===== config.mk =====
export PLATFORM = sky130hd
export DESIGN_NAME = regbank_arbiter
export DESIGN_NICKNAME = d
export VERILOG_FILES = /design/src/rtl/regbank_arbiter.sv
export SDC_FILE = /design/constraint.sdc
export NUM_CORES = 1
export LEC_CHECK = 0
export CAP_MARGIN = 30
export CORE_UTILIZATION = 38
export DETAILED_ROUTE_END_ITERATION = 12
export PLACE_DENSITY = 0.89
export SLEW_MARGIN = 30
export SYNTH_ARGS = -nofsm -noshare
export SYNTH_HDL_FRONTEND = slang
export SYNTH_SLANG_ARGS = --single-unit

===== constraint.sdc =====
create_clock -name clk -period 2.3 [get_ports clk]
set_clock_uncertainty 0.15 [all_clocks]
set_input_delay 0.23 -clock clk [delete_from_list [all_inputs] [get_ports clk]]
set_output_delay 0.23 -clock clk [all_outputs]
set_load 0.02 [all_outputs]

===== src/rtl/regbank_arbiter.sv =====
`default_nettype none
// ============================================================================
//  Module      : regbank_arbiter
//  Description : Round-robin arbiter/sequencer sharing a small register bank
//                (registered one-cycle read) among NREQ requesters. One
//                command in flight at a time; illegal addresses are answered
//                with an error and never reach the bank.
//  Revision    : 1.0 - initial release
// ============================================================================
module regbank_arbiter #(
    parameter int NREQ     = 2,
    parameter int AW       = 4,
    parameter int DW       = 32,
    parameter int NUM_REGS = 4
) (
    input  logic                 clk,
    input  logic                 rst,
    input  logic [NREQ-1:0]      req_valid,
    output logic [NREQ-1:0]      req_ready,
    input  logic [NREQ-1:0]      req_wr,
    input  logic [NREQ*AW-1:0]   req_addr,
    input  logic [NREQ*DW-1:0]   req_wdata,
    output logic [NREQ-1:0]      rsp_valid,
    output logic                 rsp_err,
    output logic [DW-1:0]        rsp_rdata,
    output logic                 rf_wr,
    output logic [AW-1:0]        rf_addr,
    output logic [DW-1:0]        rf_wdata,
    input  logic [DW-1:0]        rf_rdata
);

    localparam int PW = (NREQ > 1) ? $clog2(NREQ) : 1;

    typedef enum logic [1:0] {
        S_IDLE  = 2'd0,
        S_ISSUE = 2'd1,
        S_RDLAT = 2'd2,
        S_RESP  = 2'd3
    } state_t;

    state_t            state_q, state_d;
    logic [PW-1:0]     ptr_q, ptr_d;
    logic [PW-1:0]     gnt_q, gnt_d;
    logic              cmd_wr_q, cmd_wr_d;
    logic              err_q, err_d;
    logic [AW-1:0]     rf_addr_q, rf_addr_d;
    logic [DW-1:0]     rf_wdata_q, rf_wdata_d;

    logic [NREQ-1:0]   rsp_valid_q;
    logic              rsp_err_q;
    logic [DW-1:0]     rsp_rdata_q;

    // Arbitration results and the selected requester's command fields
    logic              any_valid;
    logic [PW-1:0]     win_idx;
    logic [PW:0]       cand;
    logic              sel_wr;
    logic [AW-1:0]     sel_addr;
    logic [DW-1:0]     sel_wdata;
    logic [NREQ-1:0]   ready_c;

    // Round-robin search upward from ptr+1, wrapping at NREQ
    always_comb begin
        any_valid = 1'b0;
        win_idx   = '0;
        cand      = '0;
        for (int i = 0; i < NREQ; i++) begin
            cand = {1'b0, ptr_q} + (PW+1)'(i + 1);
            if (int'(cand) >= NREQ) begin
                cand = cand - (PW+1)'(NREQ);
            end
            if (!any_valid && req_valid[cand[PW-1:0]]) begin
                any_valid = 1'b1;
                win_idx   = cand[PW-1:0];
            end
        end
    end

    // Mux out the winning requester's command fields
    always_comb begin
        sel_wr    = 1'b0;
        sel_addr  = '0;
        sel_wdata = '0;
        for (int i = 0; i < NREQ; i++) begin
            if (win_idx == PW'(i)) begin
                sel_wr    = req_wr[i];
                sel_addr  = req_addr[i*AW +: AW];
                sel_wdata = req_wdata[i*DW +: DW];
            end
        end
    end

    // Sequencer next-state logic; bank address/data are latched at accept so
    // they are already stable when ISSUE presents them
    always_comb begin
        state_d    = state_q;
        ptr_d      = ptr_q;
        gnt_d      = gnt_q;
        cmd_wr_d   = cmd_wr_q;
        err_d      = err_q;
        rf_addr_d  = rf_addr_q;
        rf_wdata_d = rf_wdata_q;
        ready_c    = '0;
        case (state_q)
            S_IDLE: begin
                if (any_valid) begin
                    ready_c[win_idx] = 1'b1;
                    ptr_d            = win_idx;
                    gnt_d            = win_idx;
                    cmd_wr_d         = sel_wr;
                    if (int'(sel_addr) < NUM_REGS) begin
                        err_d      = 1'b0;
                        rf_addr_d  = sel_addr;
                        rf_wdata_d = sel_wdata;
                        state_d    = S_ISSUE;
                    end else begin
                        err_d   = 1'b1;
                        state_d = S_RESP;
                    end
                end
            end
            S_ISSUE: state_d = cmd_wr_q ? S_RESP : S_RDLAT;
            S_RDLAT: state_d = S_RESP;
            S_RESP:  state_d = S_IDLE;
            default: state_d = S_IDLE;
        endcase
    end

    // State and command registers
    always_ff @(posedge clk) begin
        if (rst) begin
            state_q    <= S_IDLE;
            ptr_q      <= PW'(NREQ - 1);
            gnt_q      <= '0;
            cmd_wr_q   <= 1'b0;
            err_q      <= 1'b0;
            rf_addr_q  <= '0;
            rf_wdata_q <= '0;
        end else begin
            state_q    <= state_d;
            ptr_q      <= ptr_d;
            gnt_q      <= gnt_d;
            cmd_wr_q   <= cmd_wr_d;
            err_q      <= err_d;
            rf_addr_q  <= rf_addr_d;
            rf_wdata_q <= rf_wdata_d;
        end
    end

    // Registered response: valid only for the cycle spent in RESP; read data is
    // taken from the bank on the RDLAT->RESP edge, zero otherwise
    always_ff @(posedge clk) begin
        if (rst || state_d != S_RESP) begin
            rsp_valid_q <= '0;
            rsp_err_q   <= 1'b0;
            rsp_rdata_q <= '0;
        end else begin
            rsp_valid_q <= NREQ'(1) << gnt_d;
            rsp_err_q   <= err_d;
            rsp_rdata_q <= (state_q == S_RDLAT) ? rf_rdata : '0;
        end
    end

    assign req_ready = rst ? '0 : ready_c;
    assign rf_wr     = ~rst & (state_q == S_ISSUE) & cmd_wr_q;
    assign rf_addr   = rf_addr_q;
    assign rf_wdata  = rf_wdata_q;
    assign rsp_valid = rsp_valid_q;
    assign rsp_err   = rsp_err_q;
    assign rsp_rdata = rsp_rdata_q;

endmodule
`default_nettype wire


# Word-level counts from Yosys, hierarchy flattened
# Index checks and enable logic that the tools add are counted.
[classes] n_addsub=4 magnitude_cmp=7 eq_ne=4 n_shift=1 n_mux=27 n_bitwise=4 reduce_logical=8
[op_table] op="two-way mux 32 bit" n=1
[op_table] op="two-way mux 1 bit" n=18
[op_table] op="two-way mux 2 bit" n=5
[op_table] op="one-hot mux 2 bit (4 select lines)" n=1
[op_table] op="less-than comparator 1 x 2 -> 1 bit (second input constant)" n=3
[op_table] op="== test 2 bit (second input constant)" n=2
[op_table] op=">= comparator 2 bit (second input constant)" n=2
[op_table] op="less-than comparator 4 x 3 -> 1 bit (second input constant)" n=1
[op_table] op="two-way mux 4 bit" n=1
[op_table] op="AND reduction 3 bit" n=1
[op_table] op="adder 1 x 1 -> 2 bit (second input constant)" n=1
[op_table] op="adder 1 x 2 -> 2 bit (second input constant)" n=1
[op_table] op="bitwise AND 1 bit" n=2
[op_table] op="== test 2 x 1 -> 1 bit (second input constant)" n=1
[op_table] op="logical AND 1 bit" n=2
[op_table] op="logical NOT 2 bit" n=1
[op_table] op="!= test 2 bit (second input constant)" n=1
[op_table] op="NOT 1 bit" n=2
[op_table] op="AND reduction 2 bit" n=1
[op_table] op="OR reduction 2 bit" n=1
[op_table] op="left shift 1 x 1 -> 2 bit (first input constant)" n=1
[op_table] op="subtractor 1 bit (second input constant)" n=2
[op_table] op="demux 1 bit (select 1 bit)" n=1
[op_table] op=">= comparator 1 bit (second input constant)" n=1
[op_table] op="other kinds (2)" n=2
[word_totals] regBits=77 inputBits=110 output_inout_bits=74 wordCells=65

# Longest topological paths before layout
# Gate-level depths: netlist of run 1.
[depth] ltp_word=17 mapped_depth=8 depth_no_buf=6

# Least setup slack after synthesis of run 1
# Ideal clock, no wire load.
[synth_timing] path_type="register to register" from="register state_q[0]" to="register rsp_rdata_q[0], in the netlist rsp_rdata[0]" setup_time_ps=130 arrival_time_ps=1562 required_ps=2020 slack_ps=458 stages_incl_launch_ff=7 path_buffers=1 synth_period_minus_slack_ps=1842 path_cell_list="dfxtp_1 > inv_1 > ha_1 > nor2b_1 > nor3_2 > clkbuf_1 > nor3_1"
[synth_via] elab_chain_cells=5 word_cells_on_any_way=10 cone_classes="4 x eq/ne; 2 x mux; 1 x bitwise; 3 x reduce/logical"
[synth_rtl] item="start: declaration" line="41" source="state_t state_q, state_d;"
[synth_rtl] item="start signal: assignment" line="140" source="state_q <= state_d;"
[synth_rtl] item="== test 2 bit (tied with other cells)" line="104" source="case (state_q)"
[synth_rtl] item="one-hot mux 2 bit (4 select lines)" line="104"
[synth_rtl] item="!= test 2 bit" line="153" source="if (rst || state_d != S_RESP) begin"
[synth_rtl] item="logical OR 1 bit" line="153"
[synth_rtl] item="OR reduction 2 bit (no line) (*)"
[synth_rtl] item="end signal: assignment" line="160" source="rsp_rdata_q <= (state_q == S_RDLAT) ? rf_rdata : '0;"
[synth_rtl] item="end: declaration" line="51" source="logic [DW-1:0] rsp_rdata_q;"
# Every way passes the cells marked *; elsewhere a longest branch is shown, timed or not.
# A chain may end at the register's enable or synchronous reset.

# Worst setup path after layout of run 1
[layout_timing] from="register state_q[0]" to="output port req_ready[0]"
[layout_via] elab_chain_cells=3
[layout_rtl] item="logical NOT 2 bit" line="104"
[layout_rtl] item="two-way mux 2 bit" line="104"
[layout_rtl] item="two-way mux 2 bit" line="164" source="assign req_ready = rst ? '0 : ready_c;"
[layout_rtl] item="end: declaration" line="19" source="output logic [NREQ-1:0] req_ready,"
# Every way passes these cells.

==> impl_summary.log, run 1 <==
[metrics] I/O pin count: 184
[metrics] insertion delay to the later sink of the worst-skew pair: 0.33 ns
[metrics] # hold bufs at CTS: 0
[metrics] Clk network pwr share: 23.0%
[metrics] number of filler instances in the final layout: 673
[metrics] Post-Place Cell Area: 5110 µm²
[metrics] die footprint: 8840 µm²
[metrics] Post-DRT Antenna Nets: 0
[metrics] Most Crowded Layer GR: met2
[metrics] finished layout cell area: 5320 µm²
[metrics] Post-route DRC: 0
[metrics] Final Hold Vio Count: 0
[metrics] Routed WL: 9090 µm
[metrics] min-delay worst type: in2reg
[metrics] post-synthesis register bit count: 77
[metrics] antenna violations before repair: 0
[metrics] routability congestion estimate: 0.784
[metrics] met2 track demand over resource in global routing: 36.8%
[metrics] Die X: 94.0 µm
[metrics] clk buf depth: 2
[metrics] signal arrival time at the worst endpoint: 1.75 ns
[metrics] GRT Total Usage: 20.3%
[metrics] n_diodes: 0
[metrics] measured slew at the worst slew-check pin: 0.528 ns
[metrics] net switching power figure: 1700 µW
[metrics] internal power consumption: 3040 µW
[metrics] headroom to the max-slew limit: 64.8%
[metrics] minimum period implied by the final worst setup slack: 2.13 ns
[metrics] placeable core region: 8220 µm²
[metrics] synth unique cells: 32
[metrics] Starting Density: 39.2%
[metrics] cells taking the most area after synthesis: sky130_fd_sc_hd__dfxtp_1, sky130_fd_sc_hd__mux2i_1, sky130_fd_sc_hd__a31oi_1
[metrics] post-synth net total: 439
[metrics] count of synthesis-stage warnings from yosys: 0
[metrics] clock-pin slew on the worst setup and hold paths: 0.08 ns
[metrics] Initial DRT Pass Iterations: 5
[metrics] number of nets in the layout: 610
[metrics] sequential group share of total power: 34.6%
[metrics] maximum number of pins on one net before global-route repair: 40
[metrics] number of standard cells after synthesis: 325
[metrics] Vias: 3114
[metrics] power share of the combinational group: 42.4%
[metrics] final setup violation count: 0
[metrics] leakage: 0.00188 µW
[metrics] Setup WS post-layout: 0.166 ns
[metrics] CP Launch Type: flop
[metrics] unrepaired setup endpoints after global routing: false
[metrics] area share of the leading cell type in the synthesized netlist: 47.9%
[metrics] fmax: 0.469 GHz
[metrics] Pwr Density: 890 nW/µm²
[metrics] IO buf count: 183
[metrics] die height: 94.0 µm
[metrics] First DRT Iteration DRCs: 140
[metrics] share of the yosys chip area belonging to registers: 47.9%
[metrics] leading register cell type out of synthesis: sky130_fd_sc_hd__dfxtp_1
[metrics] H-tree levels: 3
[metrics] endpoint kind of the worst setup timing path: output port
[metrics] switching share of power: 35.8%
[metrics] result of the run: complete, no violations
[metrics] Setup WS pre-CTS: -0.0163 ns
[metrics] clock tree from TritonCTS: done
[metrics] Crit Path Max Fanout: 4
[metrics] number of maximum-capacitance violations: 0
[metrics] number of core rows: 33
[metrics] Crit path required time: 1.92 ns
[metrics] number of flops mapped to enable cells by yosys: 0
[metrics] wire length of the first global-routing pass: 14000 µm
[metrics] number of CTS-inserted buffers: 9
[metrics] Post-Synthesis Mean Instance Area: 9.91 µm²
[metrics] global routing met3 resource utilization: 5.74%
[metrics] setup bufs post-CTS: 0
[metrics] cell type with the highest aggregate area in the netlist: sky130_fd_sc_hd__dfxtp_1
[metrics] routing usage on met1: 23.2%
[metrics] share of post-route cells with drive strength above 1: 10.6%
[metrics] relative area change from synthesis to final layout: 65.4%
[metrics] WL per Instance: 15.1 µm
[metrics] vias in the first global route: 2919
[metrics] post-DR vias/cell: 5.16
[metrics] Final Slew Violations: 0
[metrics] GR Overflow Total: 0
[metrics] Setup Crit Path Kind: reg2out
[metrics] number of sinks on the clock net: 77
[metrics] clock root buffer master: sky130_fd_sc_hd__clkbuf_8
[metrics] Max VDD drop: 0.618 mV
[metrics] combined area of all synthesized cells: 3220 µm²
[metrics] proportion of synthesized flip-flops having asynchronous set or reset: 0%
[metrics] final clock period utilization by the worst path: 92.8%
[metrics] Detailed Place HPWL: 7000 µm
==> cell families after synthesis <==
group                      count (synthesis)  synth area share [%]
AOI/OAI and AO/OA                         82                  20.4
adders and majority gates                  4                  1.55
muxes                                     35                  10.9
DFF                                       77                  47.9
and+or+nand+nor                           90                  13.6
buffers and inverters                     37                  5.64
==> critical path: stages (launching register included) <==
cell and delay (ns):
sky130_fd_sc_hd__dfxtp_1 0.32, sky130_fd_sc_hd__inv_1 0.13, sky130_fd_sc_hd__ha_1 0.21, sky130_fd_sc_hd__o21ai_0 0.13
sky130_fd_sc_hd__nor3_1 0.22, sky130_fd_sc_hd__dlygate4sd2_1 0.40
==> area by class of cell <==
cell class | count | area [µm²] | area share, %
multi-input combinational | 211 | 1510 | 28.4
clock inverter | 4 | 73.8 | 1.39
inverter | 2 | 7.51 | 0.141
timing repair buffer | 195 | 1920 | 36.0
sequential | 77 | 1540 | 29.0
clock buffer | 10 | 138 | 2.59
tap | 105 | 131 | 2.47
==> flip-flops by register name (all words and copies together) (netlist names), 2 cells and up <==
signal	count
rsp_rdata	32
rf_addr	4
rsp_valid	2
state_q	2
rf_wdata	32
==> metal layers <==
| layer | up-vias | wire length [µm] | share of wire (%) |
|---|---|---|---|
| li1 | 1535 | - | - |
| met3 | 12 | 687 | 7.6 |
| met2 | 135 | 4810 | 53 |
| met4 | 0 | 129 | 1.4 |
| met1 | 1432 | 3470 | 38 |
| met5 | - | 0 | 0 |
==> stage by stage <==
step | cells | total power (µW) | TNS, ns | util (%) | hold WS (ns)
detailed placement | 590 | 3690 | -0.0163 | 62.2 | 0.323
floorplan | 325 | 2900 | 0 | - | 0.207
finish | 604 | 4740 | 0 | 64.8 | 0.114
global placement | 590 | 3610 | 0 | 62.2 | 0.312
CTS | 604 | 4780 | 0 | 64.8 | 0.0976
global route | 604 | 5010 | 0 | 64.8 | 0.115
==> timing repair <==
item	CTS	global route
endpoints found under the hold margin	0	0
endpoints found under the setup margin	1	1
resized for setup	1	1
==> cell usage in the layout, fill, tap and decap left out, types with 2 or more instances in the layout <==
master and count:
sky130_fd_sc_hd__a211oi_1 19, sky130_fd_sc_hd__a211oi_2 17, sky130_fd_sc_hd__nor2_1 9, sky130_fd_sc_hd__nand2_1 34, sky130_fd_sc_hd__o21ai_0 2, sky130_fd_sc_hd__nand2b_1 2
sky130_fd_sc_hd__inv_1 2, sky130_fd_sc_hd__bufinv_16 2, sky130_fd_sc_hd__nor3b_2 2, sky130_fd_sc_hd__ha_1 4, sky130_fd_sc_hd__clkbuf_8 10, sky130_fd_sc_hd__a31oi_1 35
sky130_fd_sc_hd__a22oi_1 2, sky130_fd_sc_hd__clkdlybuf4s50_1 180, sky130_fd_sc_hd__buf_4 12, sky130_fd_sc_hd__mux2i_1 35, sky130_fd_sc_hd__nor2b_1 2, sky130_fd_sc_hd__nor3_1 34
sky130_fd_sc_hd__dfxtp_1 77, sky130_fd_sc_hd__a21oi_1 2
==> cell usage after synthesis, types with 3 or more instances <==
library cell	number
sky130_fd_sc_hd__nand2_1	34
sky130_fd_sc_hd__a211oi_1	19
sky130_fd_sc_hd__mux2i_1	35
sky130_fd_sc_hd__a211oi_2	17
sky130_fd_sc_hd__nor3_1	34
sky130_fd_sc_hd__clkbuf_1	19
sky130_fd_sc_hd__a31oi_1	35
sky130_fd_sc_hd__ha_1	4
sky130_fd_sc_hd__buf_2	10
sky130_fd_sc_hd__nor2_1	9
sky130_fd_sc_hd__dfxtp_1	77
sky130_fd_sc_hd__buf_6	3
==> power groups by stage <==
stage                     registers (µW)  clock network, µW  logic [µW]
after global placement              1660                  0        1950
after CTS                           1640               1120        2020
after global routing                1660               1190        2160
final                               1640               1090        2010
after floorplan                     1870                  0        1030
after detailed placement            1670                  0        2020
==> path summary, 6_finish.rpt <==
kind	startpoint	endpoint	slack [ns]	cells after the start
max	state_q[0]	req_ready[0]	0.17	5
min	rst	gnt_q	0.11	2
max reg2reg	state_q[0]	rf_wdata[31]	0.18	5
min reg2reg	err_q	err_q	0.34	2
Note: power is estimated with default switching activity, not from simulation.
==> inputs of run 2 (changes only) <==
--- a/config.mk
+++ b/config.mk
@@ -7,6 +7,7 @@
 export LEC_CHECK = 0
 export CAP_MARGIN = 30
 export CORE_UTILIZATION = 38
+export CTS_CLUSTER_SIZE = 20
 export DETAILED_ROUTE_END_ITERATION = 12
 export PLACE_DENSITY = 0.89
 export SLEW_MARGIN = 30
==> results of run 2 <==
The final DEF is identical to that of run 1; final timing and power are the same.
==> inputs of run 3 (changes only) <==
--- a/config.mk
+++ b/config.mk
@@ -9,6 +9,7 @@
 export CORE_UTILIZATION = 38
 export CTS_CLUSTER_SIZE = 20
 export DETAILED_ROUTE_END_ITERATION = 12
+export GPL_ROUTABILITY_DRIVEN = 0
 export PLACE_DENSITY = 0.89
 export SLEW_MARGIN = 30
 export SYNTH_ARGS = -nofsm -noshare
==> results of run 3 <==
The final DEF is identical to that of run 1; final timing and power are the same.
